File: src/rtl/pong_draw_pkg.sv
// Shared constants for the pong draw path: screen geometry, colours,
// requester indices and the plot arbiter state encoding.
package pong_draw_pkg;

  localparam int SCREEN_W = 160;
  localparam int SCREEN_H = 120;

  localparam logic [2:0] BLACK = 3'b000;
  localparam logic [2:0] WHITE = 3'b111;

  localparam int REQ_CLEAR = 0;
  localparam int REQ_LPAD  = 1;
  localparam int REQ_RPAD  = 2;
  localparam int REQ_BALL  = 3;

  localparam logic [1:0] S_IDLE  = 2'd0;
  localparam logic [1:0] S_ARB   = 2'd1;
  localparam logic [1:0] S_BURST = 2'd2;

  typedef enum logic [1:0] {
    IDLE  = S_IDLE,
    ARB   = S_ARB,
    BURST = S_BURST
  } state_t;

  // True when a pixel lands inside the visible framebuffer.
  function automatic logic on_screen(input int xv, input int yv);
    return (xv < SCREEN_W) && (yv < SCREEN_H);
  endfunction

endpackage

File: src/rtl/vga_plot_arbiter_rr_pick.sv
// Combinational round-robin picker: first set req at or after ptr+1,
// wrapping modulo N, returned as one-hot plus binary index.
module rr_pick #(
  parameter int N  = 4,
  parameter int PW = 2
) (
  input  logic [N-1:0]  req,
  input  logic [PW-1:0] ptr,
  output logic [N-1:0]  onehot,
  output logic [PW-1:0] idx,
  output logic          any
);

  always_comb begin : pick
    int j;
    logic [PW-1:0] jj;
    onehot = '0;
    idx    = '0;
    any    = 1'b0;
    j      = 0;
    jj     = '0;
    for (int k = 1; k <= N; k++) begin
      j  = (int'(ptr) + k) % N;
      jj = PW'(j);
      if (!any && req[jj]) begin
        any        = 1'b1;
        onehot[jj] = 1'b1;
        idx        = jj;
      end
    end
  end

endmodule

File: src/rtl/vga_plot_arbiter.sv
// Shares the vga_adapter plot port among N_REQ burst requesters with capped
// round-robin grants, and generates frame_tick. Optional clipping: PLOT_CLIP_EN.
module vga_plot_arbiter
  import pong_draw_pkg::*;
#(
  parameter int N_REQ     = 4,
  parameter int X_W       = 9,
  parameter int Y_W       = 8,
  parameter int C_W       = 3,
  parameter int MAX_BURST = 256,
  parameter int FRAME_DIV = 833333
) (
  input  logic                 clk,
  input  logic                 resetn,
  input  logic [N_REQ-1:0]     req,
  input  logic [N_REQ-1:0]     last,
  input  logic [N_REQ*X_W-1:0] px,
  input  logic [N_REQ*Y_W-1:0] py,
  input  logic [N_REQ*C_W-1:0] pcol,
  output logic [N_REQ-1:0]     grant,
  output logic [X_W-1:0]       x,
  output logic [Y_W-1:0]       y,
  output logic [C_W-1:0]       colour,
  output logic                 plot,
  output logic                 frame_tick,
  output logic                 busy,
`ifdef PLOT_CLIP_EN
  output logic [15:0]          clip_count,
`endif
  output state_t               state
);

  localparam int PW    = (N_REQ > 1) ? $clog2(N_REQ) : 1;
  localparam int CNT_W = (MAX_BURST > 1) ? $clog2(MAX_BURST) : 1;
  localparam int FW    = (FRAME_DIV > 1) ? $clog2(FRAME_DIV) : 1;
  localparam logic [CNT_W-1:0] CNT_LAST   = CNT_W'(MAX_BURST - 1);
  localparam logic [FW-1:0]    FRAME_LAST = FW'(FRAME_DIV - 1);

  logic [PW-1:0]    ptr;
  logic [CNT_W-1:0] count;
  logic [FW-1:0]    frame_cnt;

  logic [N_REQ-1:0] pick_onehot;
  logic [PW-1:0]    pick_idx;
  logic             pick_any;

  logic [X_W-1:0]   sel_x;
  logic [Y_W-1:0]   sel_y;
  logic [C_W-1:0]   sel_col;
  logic             sel_last;
  logic             consume;
  logic             burst_end;
  logic             pix_ok;

  rr_pick #(
    .N  (N_REQ),
    .PW (PW)
  ) u_pick (
    .req    (req),
    .ptr    (ptr),
    .onehot (pick_onehot),
    .idx    (pick_idx),
    .any    (pick_any)
  );

  // ptr always holds the current grant holder while in BURST.
  always_comb begin
    sel_x     = px[int'(ptr)*X_W +: X_W];
    sel_y     = py[int'(ptr)*Y_W +: Y_W];
    sel_col   = pcol[int'(ptr)*C_W +: C_W];
    sel_last  = last[ptr];
    consume   = |(grant & req);
    burst_end = sel_last || (count == CNT_LAST);
  end

`ifdef PLOT_CLIP_EN
  assign pix_ok = on_screen(int'(sel_x), int'(sel_y));
`else
  assign pix_ok = 1'b1;
`endif

  assign busy = (state != IDLE);

  always_ff @(posedge clk) begin
    if (!resetn) begin
      state  <= IDLE;
      grant  <= '0;
      ptr    <= PW'(N_REQ - 1);
      count  <= '0;
      x      <= '0;
      y      <= '0;
      colour <= '0;
      plot   <= 1'b0;
    end else begin
      plot <= 1'b0;
      case (state)
        IDLE: begin
          if (|req) state <= ARB;
        end
        ARB: begin
          if (pick_any) begin
            grant <= pick_onehot;
            ptr   <= pick_idx;
            count <= '0;
            state <= BURST;
          end else begin
            grant <= '0;
            state <= IDLE;
          end
        end
        BURST: begin
          if (consume) begin
            x      <= sel_x;
            y      <= sel_y;
            colour <= sel_col;
            plot   <= pix_ok;
            count  <= count + 1'b1;
            if (burst_end) begin
              grant <= '0;
              state <= ARB;
            end
          end else begin
            // Holder withdrew without last: release and re-arbitrate.
            grant <= '0;
            state <= ARB;
          end
        end
        default: begin
          grant <= '0;
          state <= IDLE;
        end
      endcase
    end
  end

  always_ff @(posedge clk) begin
    if (!resetn) begin
      frame_cnt  <= '0;
      frame_tick <= 1'b0;
    end else if (frame_cnt == FRAME_LAST) begin
      frame_cnt  <= '0;
      frame_tick <= 1'b1;
    end else begin
      frame_cnt  <= frame_cnt + 1'b1;
      frame_tick <= 1'b0;
    end
  end

`ifdef PLOT_CLIP_EN
  always_ff @(posedge clk) begin
    if (!resetn) begin
      clip_count <= '0;
    end else if (consume && !pix_ok && (clip_count != 16'hFFFF)) begin
      clip_count <= clip_count + 16'd1;
    end
  end
`endif

endmodule

File: config.mk
export PLATFORM = sky130hd
export DESIGN_NAME = vga_plot_arbiter
export DESIGN_NICKNAME = d
export VERILOG_FILES = /design/src/rtl/pong_draw_pkg.sv /design/src/rtl/vga_plot_arbiter_rr_pick.sv /design/src/rtl/vga_plot_arbiter.sv
export SDC_FILE = /design/constraint.sdc
export NUM_CORES = 1
export LEC_CHECK = 0
export BUFFER_PORTS_ARGS = -buffer_cell sky130_fd_sc_hd__buf_2
export CAP_MARGIN = 20
export CORE_ASPECT_RATIO = 0.5
export CORE_UTILIZATION = 50
export CTS_CLUSTER_DIAMETER = 40
export CTS_CLUSTER_SIZE = 16
export DETAILED_ROUTE_END_ITERATION = 8
export GPL_TIMING_DRIVEN = 1
export PLACE_DENSITY_LB_ADDON = 0.05
export SLEW_MARGIN = 20
export SYNTH_ARGS = -nofsm -noshare
export SYNTH_HDL_FRONTEND = slang
export SYNTH_SLANG_ARGS = --single-unit
File: constraint.sdc
create_clock -name clk -period 3.9 [get_ports clk]
set_clock_uncertainty 0.15 [all_clocks]
set_input_delay 0.78 -clock clk [delete_from_list [all_inputs] [get_ports clk]]
set_output_delay 0.78 -clock clk [all_outputs]
set_load 0.02 [all_outputs]
* Word level (Yosys, flattened, before mapping)
Index checks and enable logic that the tools add are counted.
** Storage, ports and cells
- Register bits :: 58
- Input bits :: 90
- Output and inout bits :: 29
- Logic and storage cells :: 111
** Cells by class
- Add/sub/neg operators :: 6
- Multipliers :: 2
- $lt $le $gt $ge :: 9
- Equality and inequality tests :: 8
- Shift-type cells :: 3
- Muxes and demuxes :: 44
- Bitwise logic cells :: 6
- Reduce and logical (&&, ||, !) cells :: 23
** Operators with widths (count)
- $shiftx A36 B7 Y9 :: 1
- $shiftx A32 B6 Y8 :: 1
- $mux W4 :: 7
- $add A20 B1 Y20 const B :: 1
- $eq A20 B20 Y1 const B :: 1
- $mux W2 :: 8
- $mux W8 :: 2
- $pmux W8 S2 :: 1
- $lt A2 B3 Y1 const B :: 5
- $mux W1 :: 15
- $or A4 B4 Y4 :: 3
- $pmux W4 S3 :: 1
- $shiftx A12 B5 Y3 :: 1
- $bmux W1 S2 :: 5
- $reduce_and A2 Y1 :: 5
- $add A8 B1 Y8 const B :: 1
- $demux W1 S2 :: 4
- $eq A8 B8 Y1 const B :: 1
- $ge A2 B1 Y1 const B :: 4
- $reduce_or A4 Y1 :: 2
- $logic_and A1 B1 Y1 :: 7
- $mul A2 B4 Y6 const B :: 1
- $ne A2 B2 Y1 const B :: 3
- $pmux W2 S3 :: 1
- other kinds (14) :: 20

* Depth between registers and ports, before layout
- Word-level depth :: 15
- Gate-level depth with buffers :: 10
- Gate-level depth less buffers :: 7

* Modules after synthesis
Synthesis repeated with hierarchy kept, for this count alone.
** Unflattened totals
- Cells, all modules :: 397
- Area, all modules :: 3554.7 µm²
** By module, submodules not included
- vga_plot_arbiter :: times used 1, cells an instance 311, area each 2925.3 µm², seq. area each 1161.1 µm²
- rr_pick :: times used 1, cells an instance 86, area each 629.4 µm², seq. area each 0.0 µm²

* Worst setup path after synthesis
Ideal clock, no wire load.
- Path kind :: reg2reg
- Start point :: register ptr[1]
- End point :: register grant[0]
- Library setup time :: 122 ps
- Arrival :: 2588 ps
- Required time :: 3628 ps
- Setup slack :: 1040 ps
- Stages on the path, launching flop included :: 11
- Path buffers :: 3
- Clock period less this slack :: 2860 ps
- Cells stage by stage :: dfxtp_1 -> buf_4 -> clkbuf_1 -> inv_1 -> ha_1 -> buf_4 -> mux2i_1 -> mux2i_1 -> nor3_1 -> and4_4 -> a221o_1
** Between the ends
- Longest elaborated chain between the ends :: 15
- Elaborated cells on any way between the ends :: 56
- Classes of those cells :: 4 x add/sub; 8 x order compare; 1 x eq/ne; 28 x mux; 3 x bitwise; 12 x reduce/logical
** Ends and longest elaborated chain
- start: declaration :: line vga_plot_arbiter.sv:39 : logic [PW-1:0] ptr;
- start signal: assignment :: line vga_plot_arbiter.sv:88 : ptr <= PW'(N_REQ - 1);
- start signal: assignment :: line vga_plot_arbiter.sv:103 : ptr <= pick_idx;
- parallel branches: the longest is 15 deep, another holds $lt A2 B3 Y1
- end signal: assignment :: line vga_plot_arbiter.sv:102 : grant <= pick_onehot;
- end: declaration :: line vga_plot_arbiter.sv:20 : output logic [N_REQ-1:0] grant,
Parallel ways; which one is timed is not known. The select of a mux whose other input is x is not followed.
A chain may end at the register's enable or synchronous reset.

* Worst setup path in the final report
- Start point :: register ptr[0]
- End point :: register grant[3]
Same word-level chain as after synthesis.

==> impl_metrics.py <==
metrics = {
    "floorplanning": {
        "row_count": 20,
        "io_pins": 119,
        "dieArea_um2": 7011,
        "dieHeight_um": 59.71,
        "start_util_pct": 53.24,
        "core_area_um2": 6256,
        "die_width_um": 117.4,
    },
    "drt": {
        "vias": 3028,
        "drt_first_pass_iters": 4,
        "detail-route-antenna-nets": 0,
        "wl_per_cell_um": 13.88,
        "drc": 0,
        "routed_via_density": 5.436,
        "finalWirelength_mm": 7.732,
        "drt-initial-drc-count": 142,
    },
    "clock_tree": {
        "cts_setup_buffers": 0,
        "cts.path.max_buffers": 2,
        "cts-root-buf": "clkbuf_16",
        "clk_latency_ps": 320,
        "ctsResizeCount": 0,
        "hold_buffers": 0,
        "cts_made_buffers": 9,
        "cts_tree": "yes",
        "cts.clk_slew.worst_paths_ps": 50,
        "clock-sinks": 58,
        "htreeDepth": 3,
    },
    "pwr": {
        "peakVddDrop_mv": 0.2586,
        "power.density_nw_per_um2": 411.5,
        "leakage_uw": 0.001778,
    },
    "timing": {
        "slew_headroom_pct": 49.27,
        "hold_viol": 0,
        "worstMarginPinSlew_ps": 754.0,
        "fmax_mhz": 402.5,
        "setup_violations": 0,
        "maxSlewViolCount": 0,
        "finalCriticalPeriod_ps": 2485,
        "period_share_pct": 63.71,
        "rsz0062_at_grt": "no",
        "fin_tns_setup_ps": 0,
    },
    "yosys": {
        "ys_warn_count": 0,
        "syn_avg_cell_area_um2": 9.516,
        "synth_flop_cell": "dfxtp_1",
        "ys_types": 49,
        "synth_top_cell_area_share_pct": 34.86,
        "synth-edff-count": 0,
        "synth_area_leaders": "dfxtp_1 35%, mux4_2 16%, nand2_1 6.2%",
        "synth-seq-cells": 58,
        "synth_cells": 350,
        "synthArstFlopShare_pct": 0,
        "syn-num-nets": 451,
        "synth_top_cell_by_area": "dfxtp_1",
        "syn-cell-area_um2": 3331,
        "synth-seq-area-share_pct": 34.86,
    },
    "hold_path": {
        "min_path_type": "reg -> reg",
    },
    "global_routing": {
        "grt_pass1_wl_mm": 12.93,
        "grt_pass1_vias": 2996,
        "antenna_found_initial": 0,
        "grt_start_max_net_pins": 34,
        "overflow": 0,
        "grt.total_usage_pct": 23.75,
    },
    "setup_path": {
        "cpPeakStageDelay_ps": 490,
        "crit_path_start_kind": "register",
        "crit_type": "reg -> reg",
        "path_cells": "inv_2, ha_1, mux2i_1, mux2i_1, nor3_1, and4_4, a221o_1",
        "crit_path_end_kind": "register",
        "rrSetupSlack_ps": 1420,
        "critPathSlowestCell": "mux2i_1",
        "cp_top_family": "multiplexers",
        "cp.arrival_ps": 2540,
        "worst_ep_required_time_ps": 3950,
        "critical_path_buf_inv_count": 1,
        "crit_top_cell": "mux2i_1",
        "crit_path_max_fanout": 10,
    },
    "layout": {
        "area_growth_pct": 27.69,
        "finalNonFillerCells": 557,
        "antennaDiodeCount": 0,
        "final_nets": 565,
        "drive_above_1_share_pct": 37.31,
    },
    "placement": {
        "dpl.hpwl_mm": 5.803,
        "dp_cells": 541,
        "gp_congestion": 0.9297,
        "port_buffers": 118,
    },
    "job": {
        "cap_viol_max_count": 0,
    },
    "status": {
        "outcome": "finished clean",
    },
}
-- power breakdown --
| group | switching, uW | internal, uW |
|---|---|---|
| combinational | 174 | 172 |
| sequential | 15.2 | 610 |
| clock | 254 | 524 |
-- per-stage QoR --
| stage | total power (uW) | setup slack (ps) | util [%] | area, um^2 | hold slack [ps] |
|---|---|---|---|---|---|
| detailed placement | 982.9 | 1402 | 63.10 | 3948 | 298.3 |
| finish | 1750 | 1415 | 67.98 | 4253 | 304.4 |
| global placement | 972.6 | 1436 | 63.10 | 3948 | 289.8 |
| CTS | 1767 | 1471 | 67.98 | 4253 | 304.9 |
| floorplan | 891.2 | 1040 | - | 3331 | 287.5 |
| global route | 1832 | 1331 | 67.98 | 4253 | 323.9 |
-- tightest hold or removal path, stage by stage, from the launching register on --
cell      delay (ps)
dfxtp_1          300
nand2_1           50
a21boi_1          50
-- cell type report --
class,count,area [um^2]
sequential,58,1162
multi-input combinational,264,2021
clock buffer,11,252.7
timing repair buffer,122,620.6
tap,88,110.1
clock inverter,5,52.55
inverter,9,33.78
fill,530,2003
-- worst paths after layout --
check | start | to | depth (start not counted)
hold reg to reg | x[4]$_SDFFE_PN0P_ | x[4]$_SDFFE_PN0P_ | 2
hold / removal | x[4]$_SDFFE_PN0P_ | x[4]$_SDFFE_PN0P_ | 2
setup reg to reg | ptr[0]$_SDFFE_PN1P_ | grant[3]$_SDFFE_PN0P_ | 7
setup / recovery | ptr[0]$_SDFFE_PN1P_ | grant[3]$_SDFFE_PN0P_ | 7
-- flip-flops by register name, indices dropped and copies added (netlist names) --
| signal | flops |
|---|---|
| frame_cnt | 20 |
| x | 9 |
| count | 8 |
| y | 8 |
| grant | 4 |
| colour | 3 |
| ptr | 2 |
| state | 2 |
| frame_tick | 1 |
| plot | 1 |
-- synth_stat cells (2+ instances only) --
master,instances
a22oi_1,2
a21oi_1,7
a221o_1,4
and2_1,3
mux2_2,3
mux2i_1,6
nand3_1,17
nand4_1,6
a21boi_1,3
buf_4,2
xnor2_1,14
o2bb2ai_1,2
and3_1,2
or4_1,2
inv_1,8
clkbuf_1,7
o21a_1,2
xor2_1,10
ha_1,11
dfxtp_1,58
buf_2,5
o21ai_0,3
mux4_2,23
a21boi_0,18
a211oi_1,4
buf_6,4
nand2_1,55
nor4_1,4
nor3_1,6
nor2_1,40
-- logic make-up (layout without fill, tap and decap cells) --
logic type	after synthesis	in the layout	synth area share [%]
compound gates	51	51	11.53
simple gates	146	146	20.32
mux	32	32	18.37
xor+xnor	24	24	6.311
buf+inv	28	147	4.470
flops	58	58	34.86
fa+ha+maj	11	11	4.132
-- per-layer routing --
layer | global-route usage [%] | wire [um] | vias up | share of wire [%]
met5 | 0 | 0 | - | 0
li1 | - | - | 1478 | -
met3 | 7.252 | 305 | 9 | 3.9
met1 | 25.00 | 3175 | 1460 | 41
met4 | 9.462 | 79 | 0 | 1.0
met2 | 45.98 | 4172 | 81 | 54
-- cell usage in the layout, fill, tap and decap left out, types with 6 or more instances in the layout --
| cell | Yosys | final |
|---|---|---|
| mux2i_1 | 6 | 6 |
| xnor2_1 | 14 | 14 |
| nand2_1 | 55 | 55 |
| mux4_2 | 23 | 23 |
| a21oi_1 | 7 | 7 |
| clkbuf_16 | 0 | 9 |
| nand3_1 | 17 | 17 |
| dfxtp_1 | 58 | 57 |
| xor2_1 | 10 | 10 |
| buf_2 | 5 | 118 |
| inv_1 | 8 | 8 |
| ha_1 | 11 | 11 |
| nand4_1 | 6 | 6 |
| nor3_1 | 6 | 6 |
| a21boi_0 | 18 | 18 |
| nor2_1 | 40 | 40 |
Note: power is estimated with default switching activity, not from simulation.
